File: src/rtl/ctrl_pipe_pkg.sv
// ctrl_pkg: shared constants, sequencer state type and the combinational
// decoders (main_decoder / alu_decoder) used by ctrl_pipe.
//
// Contents:
//    - op_code / funct / rt constants and the VALID_OPS list
//    - control bundle bit positions (bundle bit 0 is the MSB, [0:CTRL_W-1])
//    - ALU control codes
//    - MULT/DIV sequencer state encoding
//    - default CTRL_W / ALU_W
package ctrl_pkg;

   localparam int unsigned CTRL_W_DEF = 12;
   localparam int unsigned ALU_W_DEF  = 5;

   // Primary op_code values
   localparam logic [5:0] OP_SPECIAL = 6'b000000;
   localparam logic [5:0] OP_REGIMM  = 6'b000001;
   localparam logic [5:0] OP_J       = 6'b000010;
   localparam logic [5:0] OP_JAL     = 6'b000011;
   localparam logic [5:0] OP_BEQ     = 6'b000100;
   localparam logic [5:0] OP_BNE     = 6'b000101;
   localparam logic [5:0] OP_BLEZ    = 6'b000110;
   localparam logic [5:0] OP_BGTZ    = 6'b000111;
   localparam logic [5:0] OP_ADDI    = 6'b001000;
   localparam logic [5:0] OP_ADDIU   = 6'b001001;
   localparam logic [5:0] OP_SLTI    = 6'b001010;
   localparam logic [5:0] OP_SLTIU   = 6'b001011;
   localparam logic [5:0] OP_ANDI    = 6'b001100;
   localparam logic [5:0] OP_ORI     = 6'b001101;
   localparam logic [5:0] OP_XORI    = 6'b001110;
   localparam logic [5:0] OP_LUI     = 6'b001111;
   localparam logic [5:0] OP_LW      = 6'b100011;
   localparam logic [5:0] OP_SW      = 6'b101011;

   localparam int unsigned N_VALID_OPS = 18;
   localparam logic [5:0] VALID_OPS [N_VALID_OPS] = '{
      OP_SPECIAL, OP_REGIMM, OP_J, OP_JAL, OP_BEQ, OP_BNE, OP_BLEZ, OP_BGTZ,
      OP_ADDI, OP_ADDIU, OP_SLTI, OP_SLTIU, OP_ANDI, OP_ORI, OP_XORI, OP_LUI,
      OP_LW, OP_SW};

   // SPECIAL funct values
   localparam logic [5:0] FN_SLL   = 6'b000000;
   localparam logic [5:0] FN_SRL   = 6'b000010;
   localparam logic [5:0] FN_SRA   = 6'b000011;
   localparam logic [5:0] FN_JR    = 6'b001000;
   localparam logic [5:0] FN_MULT  = 6'b011000;
   localparam logic [5:0] FN_MULTU = 6'b011001;
   localparam logic [5:0] FN_DIV   = 6'b011010;
   localparam logic [5:0] FN_DIVU  = 6'b011011;
   localparam logic [5:0] FN_ADD   = 6'b100000;
   localparam logic [5:0] FN_ADDU  = 6'b100001;
   localparam logic [5:0] FN_SUB   = 6'b100010;
   localparam logic [5:0] FN_SUBU  = 6'b100011;
   localparam logic [5:0] FN_AND   = 6'b100100;
   localparam logic [5:0] FN_OR    = 6'b100101;
   localparam logic [5:0] FN_XOR   = 6'b100110;
   localparam logic [5:0] FN_NOR   = 6'b100111;
   localparam logic [5:0] FN_SLT   = 6'b101010;
   localparam logic [5:0] FN_SLTU  = 6'b101011;

   // REGIMM rt values that also write the link register
   localparam logic [4:0] RT_BLTZAL = 5'b10000;
   localparam logic [4:0] RT_BGEZAL = 5'b10001;

   // Control bundle bit positions
   localparam int unsigned C_REG_WRITE  = 0;
   localparam int unsigned C_REG_DST    = 1;
   localparam int unsigned C_ALU_SRC    = 2;
   localparam int unsigned C_BRANCH     = 3;
   localparam int unsigned C_MEM_READ   = 4;
   localparam int unsigned C_MEM_WRITE  = 5;
   localparam int unsigned C_MEM_TO_REG = 6;
   localparam int unsigned C_JUMP       = 7;
   localparam int unsigned C_SIGN_EXT   = 8;
   localparam int unsigned C_HILO_WRITE = 9;
   localparam int unsigned C_LINK       = 10;
   localparam int unsigned C_JR         = 11;

   typedef logic [0:CTRL_W_DEF-1] ctrl_t;

   typedef enum logic [ALU_W_DEF-1:0] {
      ALU_NOP, ALU_ADD, ALU_SUB, ALU_AND, ALU_OR, ALU_XOR, ALU_NOR, ALU_SLT,
      ALU_SLTU, ALU_SLL, ALU_SRL, ALU_SRA, ALU_LUI, ALU_MULT, ALU_MULTU,
      ALU_DIV, ALU_DIVU
   } alu_op_e;

   typedef enum logic {SEQ_IDLE, SEQ_BUSY} seq_state_e;

   function automatic logic is_valid_op(input logic [5:0] op);
      for (int unsigned i = 0; i < N_VALID_OPS; i++)
         if (VALID_OPS[i] == op) return 1'b1;
      return 1'b0;
   endfunction

   function automatic logic is_md_op(input logic [5:0] op, input logic [5:0] funct);
      return (op == OP_SPECIAL) && (funct inside {FN_MULT, FN_MULTU, FN_DIV, FN_DIVU});
   endfunction

   function automatic ctrl_t main_decoder(input logic [5:0] op, input logic [4:0] rt,
                                          input logic [5:0] funct);
      ctrl_t c;
      c = '0;
      case (op)
         OP_SPECIAL: begin
            if (is_md_op(op, funct)) c[C_HILO_WRITE] = 1'b1;
            else if (funct == FN_JR) begin
               c[C_JUMP] = 1'b1;
               c[C_JR]   = 1'b1;
            end else begin
               c[C_REG_WRITE] = 1'b1;
               c[C_REG_DST]   = 1'b1;
            end
         end
         OP_REGIMM: begin
            c[C_BRANCH]   = 1'b1;
            c[C_SIGN_EXT] = 1'b1;
            if (rt inside {RT_BLTZAL, RT_BGEZAL}) begin
               c[C_LINK]      = 1'b1;
               c[C_REG_WRITE] = 1'b1;
            end
         end
         OP_J:   c[C_JUMP] = 1'b1;
         OP_JAL: begin
            c[C_JUMP]      = 1'b1;
            c[C_LINK]      = 1'b1;
            c[C_REG_WRITE] = 1'b1;
         end
         OP_BEQ, OP_BNE, OP_BLEZ, OP_BGTZ: begin
            c[C_BRANCH]   = 1'b1;
            c[C_SIGN_EXT] = 1'b1;
         end
         OP_ADDI, OP_ADDIU, OP_SLTI, OP_SLTIU: begin
            c[C_REG_WRITE] = 1'b1;
            c[C_ALU_SRC]   = 1'b1;
            c[C_SIGN_EXT]  = 1'b1;
         end
         OP_ANDI, OP_ORI, OP_XORI, OP_LUI: begin
            c[C_REG_WRITE] = 1'b1;
            c[C_ALU_SRC]   = 1'b1;
         end
         OP_LW: begin
            c[C_REG_WRITE]  = 1'b1;
            c[C_ALU_SRC]    = 1'b1;
            c[C_MEM_READ]   = 1'b1;
            c[C_MEM_TO_REG] = 1'b1;
            c[C_SIGN_EXT]   = 1'b1;
         end
         OP_SW: begin
            c[C_ALU_SRC]   = 1'b1;
            c[C_MEM_WRITE] = 1'b1;
            c[C_SIGN_EXT]  = 1'b1;
         end
         default: ;
      endcase
      return c;
   endfunction

   function automatic logic [ALU_W_DEF-1:0] alu_decoder(input logic [5:0] op,
                                                        input logic [5:0] funct);
      alu_op_e a;
      a = ALU_NOP;
      case (op)
         OP_SPECIAL: begin
            case (funct)
               FN_ADD, FN_ADDU: a = ALU_ADD;
               FN_SUB, FN_SUBU: a = ALU_SUB;
               FN_AND:          a = ALU_AND;
               FN_OR:           a = ALU_OR;
               FN_XOR:          a = ALU_XOR;
               FN_NOR:          a = ALU_NOR;
               FN_SLT:          a = ALU_SLT;
               FN_SLTU:         a = ALU_SLTU;
               FN_SLL:          a = ALU_SLL;
               FN_SRL:          a = ALU_SRL;
               FN_SRA:          a = ALU_SRA;
               FN_MULT:         a = ALU_MULT;
               FN_MULTU:        a = ALU_MULTU;
               FN_DIV:          a = ALU_DIV;
               FN_DIVU:         a = ALU_DIVU;
               default:         a = ALU_NOP;
            endcase
         end
         OP_REGIMM, OP_BEQ, OP_BNE, OP_BLEZ, OP_BGTZ: a = ALU_SUB;
         OP_ADDI, OP_ADDIU, OP_LW, OP_SW:             a = ALU_ADD;
         OP_SLTI:  a = ALU_SLT;
         OP_SLTIU: a = ALU_SLTU;
         OP_ANDI:  a = ALU_AND;
         OP_ORI:   a = ALU_OR;
         OP_XORI:  a = ALU_XOR;
         OP_LUI:   a = ALU_LUI;
         default:  a = ALU_NOP;
      endcase
      return a;
   endfunction

endpackage

File: src/rtl/ctrl_pipe_md_seq.sv
// md_seq: IDLE/BUSY sequencer tracking EX occupancy of MULT/DIV.
//
// Ports:
//    clk, rst   clock, synchronous active-high reset
//    start      a MULT/DIV is loading into EX on this edge
//    is_div     selects DIV_CYCLES (1) or MUL_CYCLES (0) for start
//    flush      abort any running sequence (no md_done)
//    md_stall   high while the unit still needs more EX cycles
//    md_done    one-cycle pulse in the final EX cycle of the operation
module md_seq
   import ctrl_pkg::*;
#(
   parameter int unsigned MUL_CYCLES = 4,
   parameter int unsigned DIV_CYCLES = 32
) (
   input  logic clk,
   input  logic rst,
   input  logic start,
   input  logic is_div,
   input  logic flush,
   output logic md_stall,
   output logic md_done
);

   seq_state_e state, state_nxt;
   logic [5:0] cnt, cnt_nxt;

   // Outputs kept outside the next-state block: start is derived from
   // md_stall upstream, so sharing one process would form a false loop.
   assign md_stall = (state == SEQ_BUSY) && (cnt != '0);
   assign md_done  = (state == SEQ_BUSY) && (cnt == '0) && !flush && !rst;

   always_ff @(posedge clk) begin
      if (rst) begin
         state <= SEQ_IDLE;
         cnt   <= '0;
      end else begin
         state <= state_nxt;
         cnt   <= cnt_nxt;
      end
   end

   always_comb begin
      state_nxt = state;
      cnt_nxt   = cnt;
      if (flush) begin
         state_nxt = SEQ_IDLE;
         cnt_nxt   = '0;
      end else if (start) begin
         // cnt holds remaining stall cycles: N-1
         state_nxt = SEQ_BUSY;
         cnt_nxt   = is_div ? 6'(DIV_CYCLES - 1) : 6'(MUL_CYCLES - 1);
      end else if (state == SEQ_BUSY) begin
         if (cnt != '0) cnt_nxt   = cnt - 6'd1;
         else           state_nxt = SEQ_IDLE;
      end
   end

endmodule

File: src/rtl/ctrl_pipe.sv
// ctrl_pipe: pipelined instruction controller. Decodes ID fields, registers
// the control bundle into EX with flush/stall/valid handling, and runs the
// MULT/DIV occupancy sequencer.
//
// Optional macro CTRL_PIPE_RI_EN: flag op_codes outside VALID_OPS as
// reserved instructions (ex_ri=1, zeroed bundle, no sequencer start).
//
// Ports:
//    clk, rst          clock, synchronous active-high reset
//    id_valid          ID-stage instruction valid
//    op_code, rt, funct instruction fields [31:26], [20:16], [5:0]
//    stall_i           external hold of the ID/EX control register
//    flush_i           bubble into EX, abort MULT/DIV
//    ex_valid, ex_main_control, ex_alu_control, ex_ri   registered EX controls
//    md_stall          combinational stall request while MULT/DIV busy
//    md_done           MULT/DIV completion pulse
module ctrl_pipe
   import ctrl_pkg::*;
#(
   parameter int unsigned CTRL_W     = CTRL_W_DEF,
   parameter int unsigned ALU_W      = ALU_W_DEF,
   parameter int unsigned MUL_CYCLES = 4,
   parameter int unsigned DIV_CYCLES = 32
) (
   input  logic              clk,
   input  logic              rst,
   input  logic              id_valid,
   input  logic [5:0]        op_code,
   input  logic [4:0]        rt,
   input  logic [5:0]        funct,
   input  logic              stall_i,
   input  logic              flush_i,
   output logic              ex_valid,
   output logic [0:CTRL_W-1] ex_main_control,
   output logic [ALU_W-1:0]  ex_alu_control,
   output logic              ex_ri,
   output logic              md_stall,
   output logic              md_done
);

   logic [0:CTRL_W-1] dec_main;
   logic [ALU_W-1:0]  dec_alu;
   logic              ri, hold, load, start;

   assign dec_main = CTRL_W'(main_decoder(op_code, rt, funct));
   assign dec_alu  = ALU_W'(alu_decoder(op_code, funct));

`ifdef CTRL_PIPE_RI_EN
   assign ri = ~is_valid_op(op_code);
`else
   assign ri = 1'b0;
`endif

   assign hold  = stall_i | md_stall;
   assign load  = ~flush_i & ~hold;
   assign start = load & id_valid & ~ri & is_md_op(op_code, funct);

   md_seq #(
      .MUL_CYCLES (MUL_CYCLES),
      .DIV_CYCLES (DIV_CYCLES)
   ) u_md_seq (
      .clk      (clk),
      .rst      (rst),
      .start    (start),
      .is_div   (funct[1]),
      .flush    (flush_i),
      .md_stall (md_stall),
      .md_done  (md_done)
   );

   always_ff @(posedge clk) begin
      if (rst || flush_i) begin
         ex_valid        <= 1'b0;
         ex_main_control <= '0;
         ex_alu_control  <= '0;
         ex_ri           <= 1'b0;
      end else if (load) begin
         ex_valid        <= id_valid;
         ex_main_control <= (id_valid && !ri) ? dec_main : '0;
         ex_alu_control  <= (id_valid && !ri) ? dec_alu  : '0;
         ex_ri           <= id_valid & ri;
      end
   end

endmodule
File: config.mk
export PLATFORM = sky130hd
export DESIGN_NAME = ctrl_pipe
export DESIGN_NICKNAME = d
export VERILOG_FILES = /design/src/rtl/ctrl_pipe_pkg.sv /design/src/rtl/ctrl_pipe_md_seq.sv /design/src/rtl/ctrl_pipe.sv
export SDC_FILE = /design/constraint.sdc
export NUM_CORES = 1
export LEC_CHECK = 0
export CAP_MARGIN = 10
export CORE_ASPECT_RATIO = 1.25
export CORE_MARGIN = 5
export CORE_UTILIZATION = 31
export CTS_CLUSTER_DIAMETER = 60
export DETAILED_ROUTE_END_ITERATION = 7
export SLEW_MARGIN = 20
export SYNTH_ARGS = -nofsm -noshare
export SYNTH_HDL_FRONTEND = slang
export SYNTH_SLANG_ARGS = --single-unit
export TNS_END_PERCENT = 100
File: constraint.sdc
create_clock -name clk -period 6.2 [get_ports clk]
set_input_delay 1.55 -clock clk [delete_from_list [all_inputs] [get_ports clk]]
set_output_delay 1.55 -clock clk [all_outputs]
set_load 0.01 [all_outputs]
==> metrics.yaml, run 1 <==
run_status:
  status: "completed"
floorplan:
  rows: 29
  core_mm2: 0.00501
  die_h_um: 90.0
  die_area_mm2: 0.00665
  die_w_um: 74.0
  io-pin-count: 43
  start_util_pct: 31.7
placed_design:
  place_congestion: 0.764
  dp_cells: 291
  dpl_cell_area_mm2: 0.00200
  post-dp-hpwl_mm: 3.20
  io_buffers: 40
logic_synthesis:
  yosys_warnings: 0
  ys_async_sr_fraction_pct: 0
  syn-num-nets: 232
  synth_cells: 202
  synth.most_common_cell: "dfxtp_1"
  netlist-cell-type-count: 55
  yosysSeqAreaShare_pct: 30.3
  synth_area_leaders: "dfxtp_1 30%, ha_1 6.3%, a21oi_1 4.7%"
  synth_top_area_cell: "dfxtp_1"
  synth-main-ff-cell: "dfxtp_1"
  yosys-top-cells-count: "24 x dfxtp_1, 20 x nor2_1, 16 x nand2_1"
  synth_area_mm2: 0.00159
  avgSynthCellArea_um2: 7.85
  synth_top_cell_area_share_pct: 30.3
  synth_edf_count: 0
  yosys_register_bits: 24
detailed_routing:
  drt_iter0_markers: 64
  vias: 1574
  drc: 0
  via_per_inst: 5.34
  ant_nets: 0
  dr.pass1.iters: 4
  drt-total-wl_mm: 4.12
  wire_per_inst_um: 14.0
min_path:
  whs_endpoint: "ex_main_control[7]$_SDFFE_PP0N_"
  hold_path_class: "flop to flop"
  hp-start: "ex_main_control[7]$_SDFFE_PP0N_"
  hold_path_depth: 2
grt:
  grt_usage_pct: 12.6
  grt_pass1_wl_mm: 6.87
  overflow: 0
  grt_max_degree: 19
  antenna_found_initial: 0
  grt_pass1_vias: 1501
clocking:
  cts_setup_buffers: 0
  cts_buffer_depth: 2
  cts_tree: "yes"
  cts_buffers: 3
  cts.sinks: 24
  cts_root_buffer: "clkbuf_8"
  clkTransAtPathRegs_ns: 0.09
  clock_latency_ns: 0.27
  htreeDepth: 1
  cts_resized: 0
  cts_hold_buf: 0
final_layout:
  area_growth_pct: 30.7
  drive_gt1_share_pct: 5.58
  fin_area_mm2: 0.00207
  finalNonFillerCells: 295
  finalNetCount: 264
  num_antenna_cells: 0
critical_path:
  critPathArrivalTime_ns: 3.07
  crit_type: "input port to output pin"
  r2r_end: "u_md_seq.cnt[3]$_SDFFE_PP0P_"
  critPathCaptureType: "output pin"
  worstSetupStartpointType: "input port"
  rrSetupSlack_ns: 4.07
  r2r_start: "u_md_seq.cnt[0]$_SDFFE_PP0P_"
  critPathMaxFanout: 9
  cp.required_ns: 4.65
  reg2reg_depth: 7
power:
  leakage_nw: 0.699
  p_sw_share_pct: 24.0
  power_density_mw_per_mm2: 170
  intPower_mw: 0.267
  switchingPower_mw: 0.0844
  pwr-share-clk_pct: 39.3
  pwr-share-seq_pct: 44.1
  power_frac_comb_pct: 16.6
  vdd_ir_drop_max_mv: 0.124
timing:
  hold_ws_ns: 0.456
  max-slew-margin-rel_pct: 54.8
  setup_viol: 0
  fin_setup_tns_ns: 0
  finClkSkew_ns: 0.00224
  tightest_slew_ns: 0.677
  period_needed_ns: 4.62
  rsz0062_at_grt: "false"
  period_share_pct: 74.5
  fmaxAchievable_mhz: 216
  slew_violations: 0
  hold_violations: 0
run:
  drv_cap: 0
==> critical path: stages <==
cell and delay (ns):
clkdlybuf4s50_1 0.47, nor2_1 0.13, buf_4 0.17, nand2_1 0.06, nor3_1 0.13, clkdlybuf4s50_1 0.56
==> power groups by stage <==
| stage | logic [mW] | clock network (mW) | registers [mW] |
|---|---|---|---|
| 2_1_floorplan | 0.0335 | 0 | 0.159 |
| 3_3_place_gp | 0.0584 | 0 | 0.158 |
| 3_5_place_dp | 0.0582 | 0 | 0.158 |
| 4_1_cts | 0.0584 | 0.142 | 0.155 |
| 5_1_grt | 0.0645 | 0.149 | 0.155 |
| 6_report | 0.0583 | 0.138 | 0.155 |
==> kinds of logic (layout without fill, tap and decap cells) <==
kind of cell | Yosys count | in the layout | synth area share, %
adders and majority gates | 8 | 8 | 6.31
other | 1 | 1 | 0.237
muxes | 2 | 2 | 1.34
and+or+nand+nor | 86 | 86 | 29.8
AOI/OAI and AO/OA | 57 | 57 | 24.3
DFF | 24 | 24 | 30.3
buffers and inverters | 21 | 52 | 6.08
xor gates and xnor gates | 3 | 3 | 1.66
==> per-layer routing <==
metal | vias up | routed length (um) | global-route usage (%)
met4 | 0 | 12 | 1.81
met2 | 38 | 2050 | 21.3
met3 | 2 | 214 | 2.12
met5 | - | 0 | 0
met1 | 732 | 1850 | 16.8
li1 | 802 | - | -
==> worst max path at each step <==
stage | from | end | cells after the start
5_1_grt | flush_i | md_done | 6
6_report | flush_i | md_done | 6
3_5_place_dp | flush_i | md_done | 6
2_1_floorplan | flush_i | md_done | 3
3_3_place_gp | flush_i | md_done | 6
4_1_cts | flush_i | md_done | 6
==> registers in the layout, summed over array words and instances, names as in the netlist <==
register and cells:
u_md_seq.state 1, ex_main_control 11, ex_valid 1, u_md_seq.cnt 6
ex_alu_control 5
==> placed cells by master, fill, tap and decap left out, types with 2 or more instances in the layout <==
| cell | instances |
|---|---|
| and3_1 | 4 |
| nor4_1 | 2 |
| nor2_1 | 20 |
| xnor2_1 | 3 |
| nand3_1 | 8 |
| or3_1 | 2 |
| a22oi_1 | 4 |
| nand4_1 | 2 |
| o21ai_0 | 12 |
| ha_1 | 8 |
| o22ai_1 | 2 |
| nand4b_1 | 2 |
| inv_1 | 7 |
| nand2b_1 | 4 |
| dfxtp_1 | 24 |
| a21oi_1 | 15 |
| nor4b_1 | 3 |
| clkdlybuf4s50_1 | 40 |
| o21a_1 | 3 |
| or2_2 | 2 |
| nand2_1 | 16 |
| nor3_1 | 7 |
| nor2b_1 | 4 |
| clkbuf_8 | 3 |
| o211ai_1 | 2 |
| nor3b_1 | 3 |
| a32oi_1 | 4 |
==> per-stage QoR <==
stage	utilization, %	setup slack, ns	power (mW)
floorplan	-	2.41	0.192
global placement	40.0	1.58	0.217
detailed placement	40.0	1.58	0.217
CTS	41.4	1.58	0.355
global route	41.4	1.49	0.368
finish	41.4	1.58	0.351
==> area by class of cell <==
type	count	area, um^2
inverters	7	26.3
clock inverters	1	30.0
flip-flops and latches	24	480
clock buffers	3	41.3
fillers	543	2940
well taps	62	77.6
repair buffers	41	408
multi-input cells	157	1010
(Power assumes the default switching activity.)
==> run 2, diff against run 1 <==
- clock period: 6.2 -> 4.31 ns (I/O delays scaled with it)
==> metrics.yaml, run 2 (synthesized netlist as in run 1, its figures left out) <==
power:
  leakage_nw: 0.699
  pwr-share-seq_pct: 44.0
  intPower_mw: 0.384
  power_frac_comb_pct: 16.7
  pwr-share-clk_pct: 39.3
  p_sw_share_pct: 24.1
  switchingPower_mw: 0.122
  power_density_mw_per_mm2: 244
  vdd_ir_drop_max_mv: 0.157
detailed_routing:
  drc: 0
  vias: 1560
  wire_per_inst_um: 14.1
  dr.pass1.iters: 4
  via_per_inst: 5.29
  drt-total-wl_mm: 4.16
  drt_iter0_markers: 101
  ant_nets: 0
floorplan:
  die_h_um: 90.0
  rows: 29
  start_util_pct: 31.7
  io-pin-count: 43
  die_w_um: 74.0
  die_area_mm2: 0.00665
  core_mm2: 0.00501
critical_path:
  crit_top_cell: "clkdlybuf4s50_1"
  critPathArrivalTime_ns: 2.48
  crit_type: "input port to output pin"
  crit_slowest_cell: "clkdlybuf4s50_1"
  critPathMaxFanout: 5
  cp_slowest_stage_delay_ns: 0.56
  path_cells: "clkdlybuf4s50_1 -> nor2_1 -> nand2_1 -> nor3_1 -> clkdlybuf4s50_1"
  critPathCaptureType: "output pin"
  worstSetupStartpointType: "input port"
  cp.required_ns: 3.23
clocking:
  htreeDepth: 1
  cts_tree: "yes"
  cts.sinks: 24
  cts_hold_buf: 0
  cts_buffer_depth: 2
  clkTransAtPathRegs_ns: 0.09
  cts_buffers: 3
  cts_root_buffer: "clkbuf_8"
  clock_latency_ns: 0.27
  cts_setup_buffers: 0
  cts_resized: 0
final_layout:
  drive_gt1_share_pct: 5.58
  multi_input_area_mm2: 0.00101
  fillers: 550
  num_antenna_cells: 0
  finalNetCount: 264
  layout_commonest_cell: "clkdlybuf4s50_1"
  top_register: "ex_main_control"
  layout_common_cells: "40 x clkdlybuf4s50_1, 24 x dfxtp_1, 20 x nor2_1"
  area_growth_pct: 30.7
  regArea_um2: 480
  reg_top3: "ex_main_control (11), u_md_seq.cnt (6), ex_alu_control (5)"
  largest_register_ffs: 11
grt:
  grt_pass1_wl_mm: 6.98
  antenna_found_initial: 0
  grt_usage_pct: 12.7
  overflow: 0
  grt_pass1_vias: 1528
  grt_max_degree: 19
  grt.met1_usage_pct: 17.0
  met2_usage_pct: 21.8
  top_usage_layer: "met2"
  grtUsageMet3_pct: 1.67
timing:
  max-slew-margin-rel_pct: 53.6
  finClkSkew_ns: 0.00252
  fin_setup_tns_ns: 0
  worst_slack_ns: 0.751
  setup_viol: 0
  tightest_slew_ns: 0.697
  hold_violations: 0
  period_share_pct: 82.6
  period_needed_ns: 3.56
  rsz0062_at_grt: "false"
  slew_violations: 0
  fmaxAchievable_mhz: 281
placed_design:
  place_congestion: 0.866
  post-dp-hpwl_mm: 3.17
  io_buffers: 40
  pre_cts_slack_ns: 0.760
min_path:
  hold_path_class: "flop to flop"
run_status:
  status: "completed"
run:
  drv_cap: 0
## run 2: worst max-delay path, delay by kind of cell
kind | cells | cell delay, ns
and+or+nand+nor | 3 | 0.38
buffers and inverters | 2 | 1.03
## run 2: layout make-up
class,instances,area share (%)
clock buffers,3,1.99
inverters,7,1.27
well taps,62,3.74
multi-input cells,157,48.7
repair buffers,41,19.7
flip-flops and latches,24,23.2
clock inverters,1,1.45
## run 2: power groups by stage
stage                     Sequential [mW]  Clock [mW]  Combinational [mW]
after CTS                           0.223       0.203              0.0844
after global placement              0.228           0              0.0841
after global routing                0.223       0.213              0.0934
after floorplan                     0.228           0              0.0481
final                               0.223       0.199              0.0844
after detailed placement            0.228           0              0.0840
## run 2: worst paths after layout
path	to	slack [ns]	start	depth (start not counted)
worst max-delay path	md_done	0.75	flush_i	5
worst min-delay path	ex_main_control[9]$_SDFFE_PP0N_	0.46	ex_main_control[9]$_SDFFE_PP0N_	2
worst max register to register	u_md_seq.cnt[3]$_SDFFE_PP0P_	2.15	u_md_seq.cnt[0]$_SDFFE_PP0P_	7
worst min register to register	ex_main_control[9]$_SDFFE_PP0N_	0.46	ex_main_control[9]$_SDFFE_PP0N_	2
## run 2: metrics by stage
| step | area, um^2 | std cells | power, mW | hold WS, ns | utilization [%] |
|---|---|---|---|---|---|
| floorplan | 1590 | 202 | 0.276 | 0.461 | - |
| global placement | 2000 | 291 | 0.312 | 0.444 | 40.0 |
| detailed placement | 2000 | 291 | 0.312 | 0.452 | 40.0 |
| CTS | 2070 | 295 | 0.510 | 0.465 | 41.4 |
| global route | 2070 | 295 | 0.529 | 0.486 | 41.4 |
| finish | 2070 | 295 | 0.506 | 0.460 | 41.4 |
## run 2: metal layers
| layer | part of all wire, % | wire (um) | vias to the layer above |
|---|---|---|---|
| li1 | - | - | 804 |
| met1 | 45 | 1880 | 717 |
| met2 | 50 | 2060 | 37 |
| met3 | 5.0 | 208 | 2 |
| met4 | 0.29 | 12 | 0 |
| met5 | 0 | 0 | - |
